<file path="config.mk">
export PLATFORM = sky130hd
export DESIGN_NAME = arbiter_8way_rr_chip
export DESIGN_NICKNAME = d
export VERILOG_FILES = /design/src/rtl/arbiter_8way_rr_chip.sv
export SDC_FILE = /design/constraint.sdc
export NUM_CORES = 1
export LEC_CHECK = 0
export ABC_AREA = 1
export ABC_CLOCK_PERIOD_IN_PS = 3300
export BUFFER_PORTS_ARGS = -buffer_cell sky130_fd_sc_hd__buf_2
export CELL_PAD_IN_SITES_DETAIL_PLACEMENT = 0
export CELL_PAD_IN_SITES_GLOBAL_PLACEMENT = 1
export CORE_MARGIN = 2
export CORE_UTILIZATION = 40
export DETAILED_ROUTE_END_ITERATION = 16
export GPL_TIMING_DRIVEN = 0
export PLACE_DENSITY_LB_ADDON = 0.1
export RECOVER_POWER = 100
export SLEW_MARGIN = 25
export SYNTH_ARGS = -nofsm -noshare
export SYNTH_HDL_FRONTEND = slang
export SYNTH_SLANG_ARGS = --single-unit
</file>
<file path="constraint.sdc">
create_clock -name clk -period 3.3 [get_ports clk]
set_input_delay 0.165 -clock clk [delete_from_list [all_inputs] [get_ports clk]]
set_output_delay 0.165 -clock clk [all_outputs]
set_load 0.1 [all_outputs]
</file>
<file path="src/rtl/arbiter_8way_rr_chip.sv">
// Round-robin arbiter/sequencer granting one of eight requesters to a shared 1-bit demux path.
// Latency: grant registered 1 cycle after a request is seen in IDLE; 3-cycle minimum switchover.
// Backpressure: none; level-sensitive requests; optional hold timeout via `ifdef ARB_TIMEOUT_EN.
module arbiter_8way_rr_chip #(
    parameter int MAX_HOLD = 16
) (
    input  logic       clk,
    input  logic       rst_n,
    input  logic [7:0] req,
    output logic [2:0] sel,
    output logic       en,
    output logic [7:0] gnt,
    output logic       busy,
    output logic       preempt
);

    typedef enum logic [1:0] {
        IDLE  = 2'd0,
        GRANT = 2'd1,
        GAP   = 2'd2
    } state_t;

    state_t     state, state_nxt;
    logic [2:0] owner, owner_nxt;
    logic [2:0] last, last_nxt;
    logic [2:0] sel_nxt;
    logic       en_nxt;
    logic [7:0] gnt_nxt;
    logic       busy_nxt;
    logic       preempt_nxt;

    logic [2:0] pick;
    logic       pick_vld;
    logic       timeout;

`ifdef ARB_TIMEOUT_EN
    logic [7:0] hold_cnt, hold_cnt_nxt;

    // Hold counter: zero on entry to GRANT, counts each cycle the grant stays live.
    always_comb begin
        hold_cnt_nxt = 8'd0;
        if (state == GRANT && state_nxt == GRANT) begin
            hold_cnt_nxt = hold_cnt + 8'd1;
        end
    end

    // Hold counter register.
    always_ff @(posedge clk or negedge rst_n) begin
        if (!rst_n) begin
            hold_cnt <= 8'd0;
        end else begin
            hold_cnt <= hold_cnt_nxt;
        end
    end

    assign timeout = (hold_cnt == 8'(MAX_HOLD - 1));
`else
    // MAX_HOLD has no role without the timeout; keep it referenced.
    logic max_hold_unused;
    assign max_hold_unused = (MAX_HOLD > 0);
    assign timeout         = 1'b0;
`endif

    // Round-robin pick: first set request scanning upward from last+1, wrapping; last is scanned last.
    always_comb begin
        logic [2:0] idx;
        idx      = 3'd0;
        pick     = 3'd0;
        pick_vld = 1'b0;
        for (int i = 1; i <= 8; i++) begin
            idx = last + 3'(i);
            if (!pick_vld && req[idx]) begin
                pick     = idx;
                pick_vld = 1'b1;
            end
        end
    end

    // Next-state and next-output logic; outputs are registered from these values.
    always_comb begin
        state_nxt   = state;
        owner_nxt   = owner;
        last_nxt    = last;
        sel_nxt     = sel;
        en_nxt      = 1'b0;
        gnt_nxt     = 8'h00;
        busy_nxt    = 1'b0;
        preempt_nxt = 1'b0;
        case (state)
            IDLE: begin
                if (pick_vld) begin
                    state_nxt = GRANT;
                    owner_nxt = pick;
                    sel_nxt   = pick;
                    en_nxt    = 1'b1;
                    gnt_nxt   = 8'h01 << pick;
                    busy_nxt  = 1'b1;
                end
            end
            GRANT: begin
                if (!req[owner]) begin
                    // Voluntary release; sel keeps the old owner through GAP.
                    last_nxt  = owner;
                    state_nxt = GAP;
                end else if (timeout) begin
                    // Hold limit reached while still requesting: revoke.
                    last_nxt    = owner;
                    state_nxt   = GAP;
                    preempt_nxt = 1'b1;
                end else begin
                    sel_nxt  = owner;
                    en_nxt   = 1'b1;
                    gnt_nxt  = 8'h01 << owner;
                    busy_nxt = 1'b1;
                end
            end
            GAP: begin
                state_nxt = IDLE;
            end
            default: begin
                state_nxt = IDLE;
            end
        endcase
    end

    // State, pointer and registered outputs.
    always_ff @(posedge clk or negedge rst_n) begin
        if (!rst_n) begin
            state   <= IDLE;
            owner   <= 3'd0;
            last    <= 3'd7;
            sel     <= 3'd0;
            en      <= 1'b0;
            gnt     <= 8'h00;
            busy    <= 1'b0;
            preempt <= 1'b0;
        end else begin
            state   <= state_nxt;
            owner   <= owner_nxt;
            last    <= last_nxt;
            sel     <= sel_nxt;
            en      <= en_nxt;
            gnt     <= gnt_nxt;
            busy    <= busy_nxt;
            preempt <= preempt_nxt;
        end
    end

endmodule

</file>
; ---- Word-level counts from Yosys, hierarchy flattened
; Cells that the tools add are included.
[classes]
magnitude_cmp = 9
div_mod_pow = 0
n_bitwise = 1
shift = 2
eq_ne = 4
mul = 0
reduce_logical = 20
addsub = 7
n_mux = 46
[op_table]
columns = operator, count
row1 = $lt 3x4->1 const B, 9
row2 = $mux 3, 10
row3 = $bmux 1 s3, 9
row4 = $mux 1, 19
row5 = $mux 8, 2
row6 = $pmux 8 s2, 1
row7 = $shl 1x3->8 const A, 2
row8 = $add 3x3->3 const B, 4
row9 = $logic_and 1x1->1, 7
row10 = $logic_not 1->1, 7
row11 = $add 3x2->3 const B, 2
row12 = $ne 2x2->1 const B, 3
row13 = $pmux 3 s2, 1
row14 = $reduce_and 2->1, 3
row15 = $mux 2, 2
row16 = $pmux 2 s2, 1
row17 = $add 3x1->3 const B, 1
row18 = $reduce_and 3->1, 1
row19 = $eq 2x1->1 const B, 1
row20 = $logic_not 2->1, 1
row21 = $pmux 1 s2, 1
row22 = $reduce_bool 2->1, 1
row23 = $not 1->1, 1
[word_totals]
inputBits = 10
ramBits = 0
mem_count = 0
romBits = 0
ff_bits = 20
latch_bits = 0
output_inout_bits = 14
wordCells = 95

; ---- Depth between registers and ports, before layout
[depth]
word_depth = 28
mapped_depth = 19
mapped_depth_nobuf = 17

; ---- Least setup slack after synthesis
; Ideal clock, no wire load.
[synth_path]
kind = flip-flop to flip-flop
startpoint = reg last[1]
endpoint = reg gnt[5]
required_ps = 3183
period_less_slack_ps = 2413
arrival_time_ps = 2296
slack_ps = 887
stages_incl_launch_ff = 19
path_buffers = 2
path_cell_list = dfstp_2 buf_6 inv_2 ha_1 buf_2 inv_2 nand3_1 nand3_2 nand2_4 nor2_4 nand4_2 nor2_4 nand3_2 nand2_2 inv_2 nand2_2 inv_2 nand2_1 nand2_1
[synth_via]
elab_chain_cells = 28
elab_cells_between_ends = 56
classes_between = add/sub: 7 / shift: 1 / mux: 34 / reduce/logical: 14
[synth_lines]
columns = element, line
row1 = "start, declared", 25  ; logic [2:0] last, last_nxt;
row2 = "start signal, assigned", 140  ; last <= last_nxt;
row3 = $add 3x1->3, 71  ; idx = last + 3'(i);
row4 = $bmux 1 s3, 72  ; if (!pick_vld && req[idx]) begin
row5 = $mux 1 (implied by the code), 72
row6 = $mux 1, 72
row7 = $logic_not 1->1, 72
row8 = $logic_and 1x1->1, 72
row9 = $mux 1, 72
row10 = $logic_not 1->1, 72
row11 = [... 13 more ...], -
row12 = $mux 1, 72
row13 = $logic_not 1->1, 72
row14 = $logic_and 1x1->1, 72
row15 = $mux 3, 72
row16 = $shl 1x3->8, 96  ; gnt_nxt = 8'h01 << pick;
row17 = $mux 8 *, 91  ; if (pick_vld) begin
row18 = $pmux 8 s2 *, 89  ; case (state)
row19 = named net gnt_nxt[5], 28  ; logic [7:0] gnt_nxt;
row20 = "end signal, assigned", 143  ; gnt <= gnt_nxt;
row21 = "end, declared", 12  ; output logic [7:0] gnt,
; Mark *: on every way through the listed nets, which the timed path passes. The rest lies on a longest branch. The select of a mux whose other input is x is not followed.
; A chain may end at the register's enable or synchronous reset.

; ---- Worst setup path in the final report
; Same ends and word-level chain as after synthesis.

==> results.md <==
* M2 GR Usage at 0.297
* Worst-Margin Slew at 1.17 ns
* Initial core utilization at 0.417
* WP buf/inv at 5
* Vias at 1710
* Final Setup Violations at 0
* RD Place Congestion at 0.855
* First-pass GRT wire length at 7.22 mm
* Overall Global Routing Usage at 0.203
* Max Clk Rate at 0.340 GHz
* Post-DRT Antenna Nets at 0
* Largest net degree at the start of global routing at 21
* Dpl hpwl at 3.50 mm
* Worst Hold Class: in -> reg
* Wire per inst at 13.2 um
* Ports at 24
* Dpl cell area at 0.00185 mm2
* HP Start: req[1]
* Crit Path Category: reg -> reg
* R2r worst-path depth at 17
* Hold Path Cell Cnt at 5
* Skew final at 0.00162 ns
* Fin crit period at 2.94 ns
* Crit. End Element: flop
* Die area at 0.00474 mm2
* M3 GR Usage at 0.0292
* Clk_lat worst skew at 0.25 ns
* Hold-critical path endpoint: gnt[0]
* Row count at 23
* Fraction of registers with async set or reset after synthesis at 1.00
* Share of cells above drive strength 1 at 0.175
* Maxcap violations at 0
* Met1 usage at 0.325
* Period utilisation layout at 0.890
* Distinct cells, synth at 31
* Post-route cell area at 0.00189 mm2
* CTS Sinks at 20
* Fillers at 442
* Post-synth EDFFs at 0
* Outcome: finished, final reports clean
* Setup TNS at 0 ns
* FF-to-FF setup slack at 0.36 ns
* Reg2reg end: gnt[5]
* Crit-path max FO at 10
* Top post-synthesis cells by count: nand2_1 (76), nand3_1 (36), nor2_1 (24)
* Post-synth top area share at 0.253
* Slew Limit Fails at 0
* RR Startpoint: last[1]
* Die Y-Extent at 68.8 um
* CP arrival at 3.13 ns
* Slowest cell on crit path: dfstp_1
* Relative slew slack at 0.222
* Synthesis Warnings at 0
* Vias in the first global route at 1492
* Router iterations before antenna repair at 4
* Core ar. at 0.00403 mm2
* NumNets Final at 293
* Vias per inst at 5.18
* Area contributors post-synth: dfrtp_1 (25%), nand2_1 (17%), nand3_1 (11%)
* Worst path top cell family by delay: simple AND/OR/NAND/NOR gates
* ANT cells at 0
* Setup Buffers After CTS at 0
* Avg Cell Area, Syn at 6.64 um2
* First DRT Iteration DRCs at 96
* Fin. Hold Viols at 0
* Initial antenna violation count at 0
* Most common cell in the synthesized netlist: nand2_1
* # H-tree levels at 1
* Critical Path RT at 3.49 ns
* Critical Path Start Type: flop
* Area delta synth->final at 12.7%
* CTS tree: yes
* DRC at 0
* Total CTS buffers at 3
* Synth Instances at 253
* CTS clk-pin slew, worst paths at 0.07 ns
* Register area share after synthesis at 0.300
* Crit-path cells: buf_6, inv_2, ha_1, buf_2, inv_1, nand3_1, nand3_2, nand2_4, nor2_4, nand4_1, nor2_4, nand4_1, nand2_2, inv_1, nor2_2, nand2_1, nand2_1
* RSZ-0062 raised after global routing: no
* Cell area after synthesis at 0.00168 mm2
* Synth Register Bits at 20
* Routed wire length at 4.36 mm
* Leading area contributor after synthesis: dfrtp_1
* Slowest Stage Delay on Critical Path at 0.55 ns
* Clock Root Buffer: clkbuf_8
* Gr busiest metal: met1
* Synth Flop Type: dfrtp_1
* Total grt overflow at 0
* Die Width at 68.8 um
* Port buffer count at 22
* Clock Tree Buf Depth at 2
* Hold_ws at 0.417 ns
* Post-synth net total at 265
[cells by family (layout without fill, tap and decap cells)]
| kind of cell | after synthesis | in the layout | synth area share |
|---|---|---|---|
| xor gates and xnor gates | 3 | 3 | 0.0201 |
| buffers and inverters | 34 | 61 | 0.0953 |
| adders and majority gates | 2 | 2 | 0.0149 |
| other | 1 | 1 | 0.00223 |
| AOI/OAI and AO/OA | 25 | 25 | 0.0908 |
| DFF | 20 | 20 | 0.300 |
| and+or+nand+nor | 168 | 168 | 0.477 |
[sequential cells by signal, summed over array words and instances (netlist names)]
name   count
busy       1
gnt        8
last       3
owner      3
sel        3
state      2
[final cells by class]
type	count	area, um2	area share
Buffer	7	57.6	0.0304
Timing Repair Buffer	23	103	0.0542
Sequential cell	20	504	0.266
Inverter	27	101	0.0535
Tap cell	50	62.6	0.0330
Clock buffer	4	55.1	0.0291
Multi-Input combinational cell	199	1010	0.533
[placed cells by master (no fill, tap or decap), types with 2 or more instances in the layout]
| cell type | synthesis | routed |
|---|---|---|
| nand2_1 | 76 | 76 |
| nand3_1 | 36 | 36 |
| nor2_1 | 24 | 24 |
| inv_1 | 17 | 19 |
| dfrtp_1 | 17 | 17 |
| clkbuf_1 | 0 | 15 |
| nand4_1 | 13 | 14 |
| o21ai_0 | 10 | 10 |
| buf_2 | 2 | 9 |
| inv_2 | 10 | 8 |
| nand3_2 | 5 | 5 |
| nand2_2 | 5 | 5 |
| o21ai_1 | 5 | 5 |
| clkbuf_8 | 0 | 4 |
| buf_6 | 3 | 3 |
| nor2_4 | 3 | 3 |
| a21oi_1 | 3 | 3 |
| o21ai_2 | 2 | 2 |
| nor2_2 | 2 | 2 |
| nor4_1 | 2 | 2 |
| o21bai_2 | 2 | 2 |
| ha_1 | 2 | 2 |
| buf_4 | 2 | 2 |
| dfstp_2 | 3 | 2 |
[worst max-delay path by stage]
stage,startpoint,end,slack (ns),depth (start not counted)
2_1_floorplan,last[1],gnt[5],0.89,18
3_3_place_gp,last[1],gnt[5],0.53,18
3_5_place_dp,last[1],gnt[4],0.53,18
4_1_cts,last[1],gnt[5],0.50,19
5_1_grt,last[1],gnt[5],0.11,19
6_report,last[1],gnt[5],0.36,17
[per-stage QoR]
stage | utilization | instances | setup slack [ns]
after floorplan | - | 253 | 0.887
after global placement | 0.460 | 325 | 0.528
after detailed placement | 0.460 | 325 | 0.532
after CTS | 0.476 | 330 | 0.499
after global routing | 0.470 | 330 | 0.105
final | 0.470 | 330 | 0.362
[repair_timing]
item / CTS / global route
setup endpoints to repair: 0 / 0
hold buffers: 1 / 0
hold endpoints to repair: 17 / 0
resized for setup: 0 / 0
[per-layer routing]
metal	share of wire	wire (um)
met5	0	0
met1	0.53	2320
met3	0.045	196
met4	0	0
met2	0.42	1850
[worst min-delay path: stages]
cell and delay [ns]:
buf_2 0.10, nand2_1 0.05, nand4_1 0.14, nand4_1 0.10, nand2_1 0.08
Power is not shown: default switching activity piles up to over one toggle a cycle in this logic, so the estimate is an artifact.
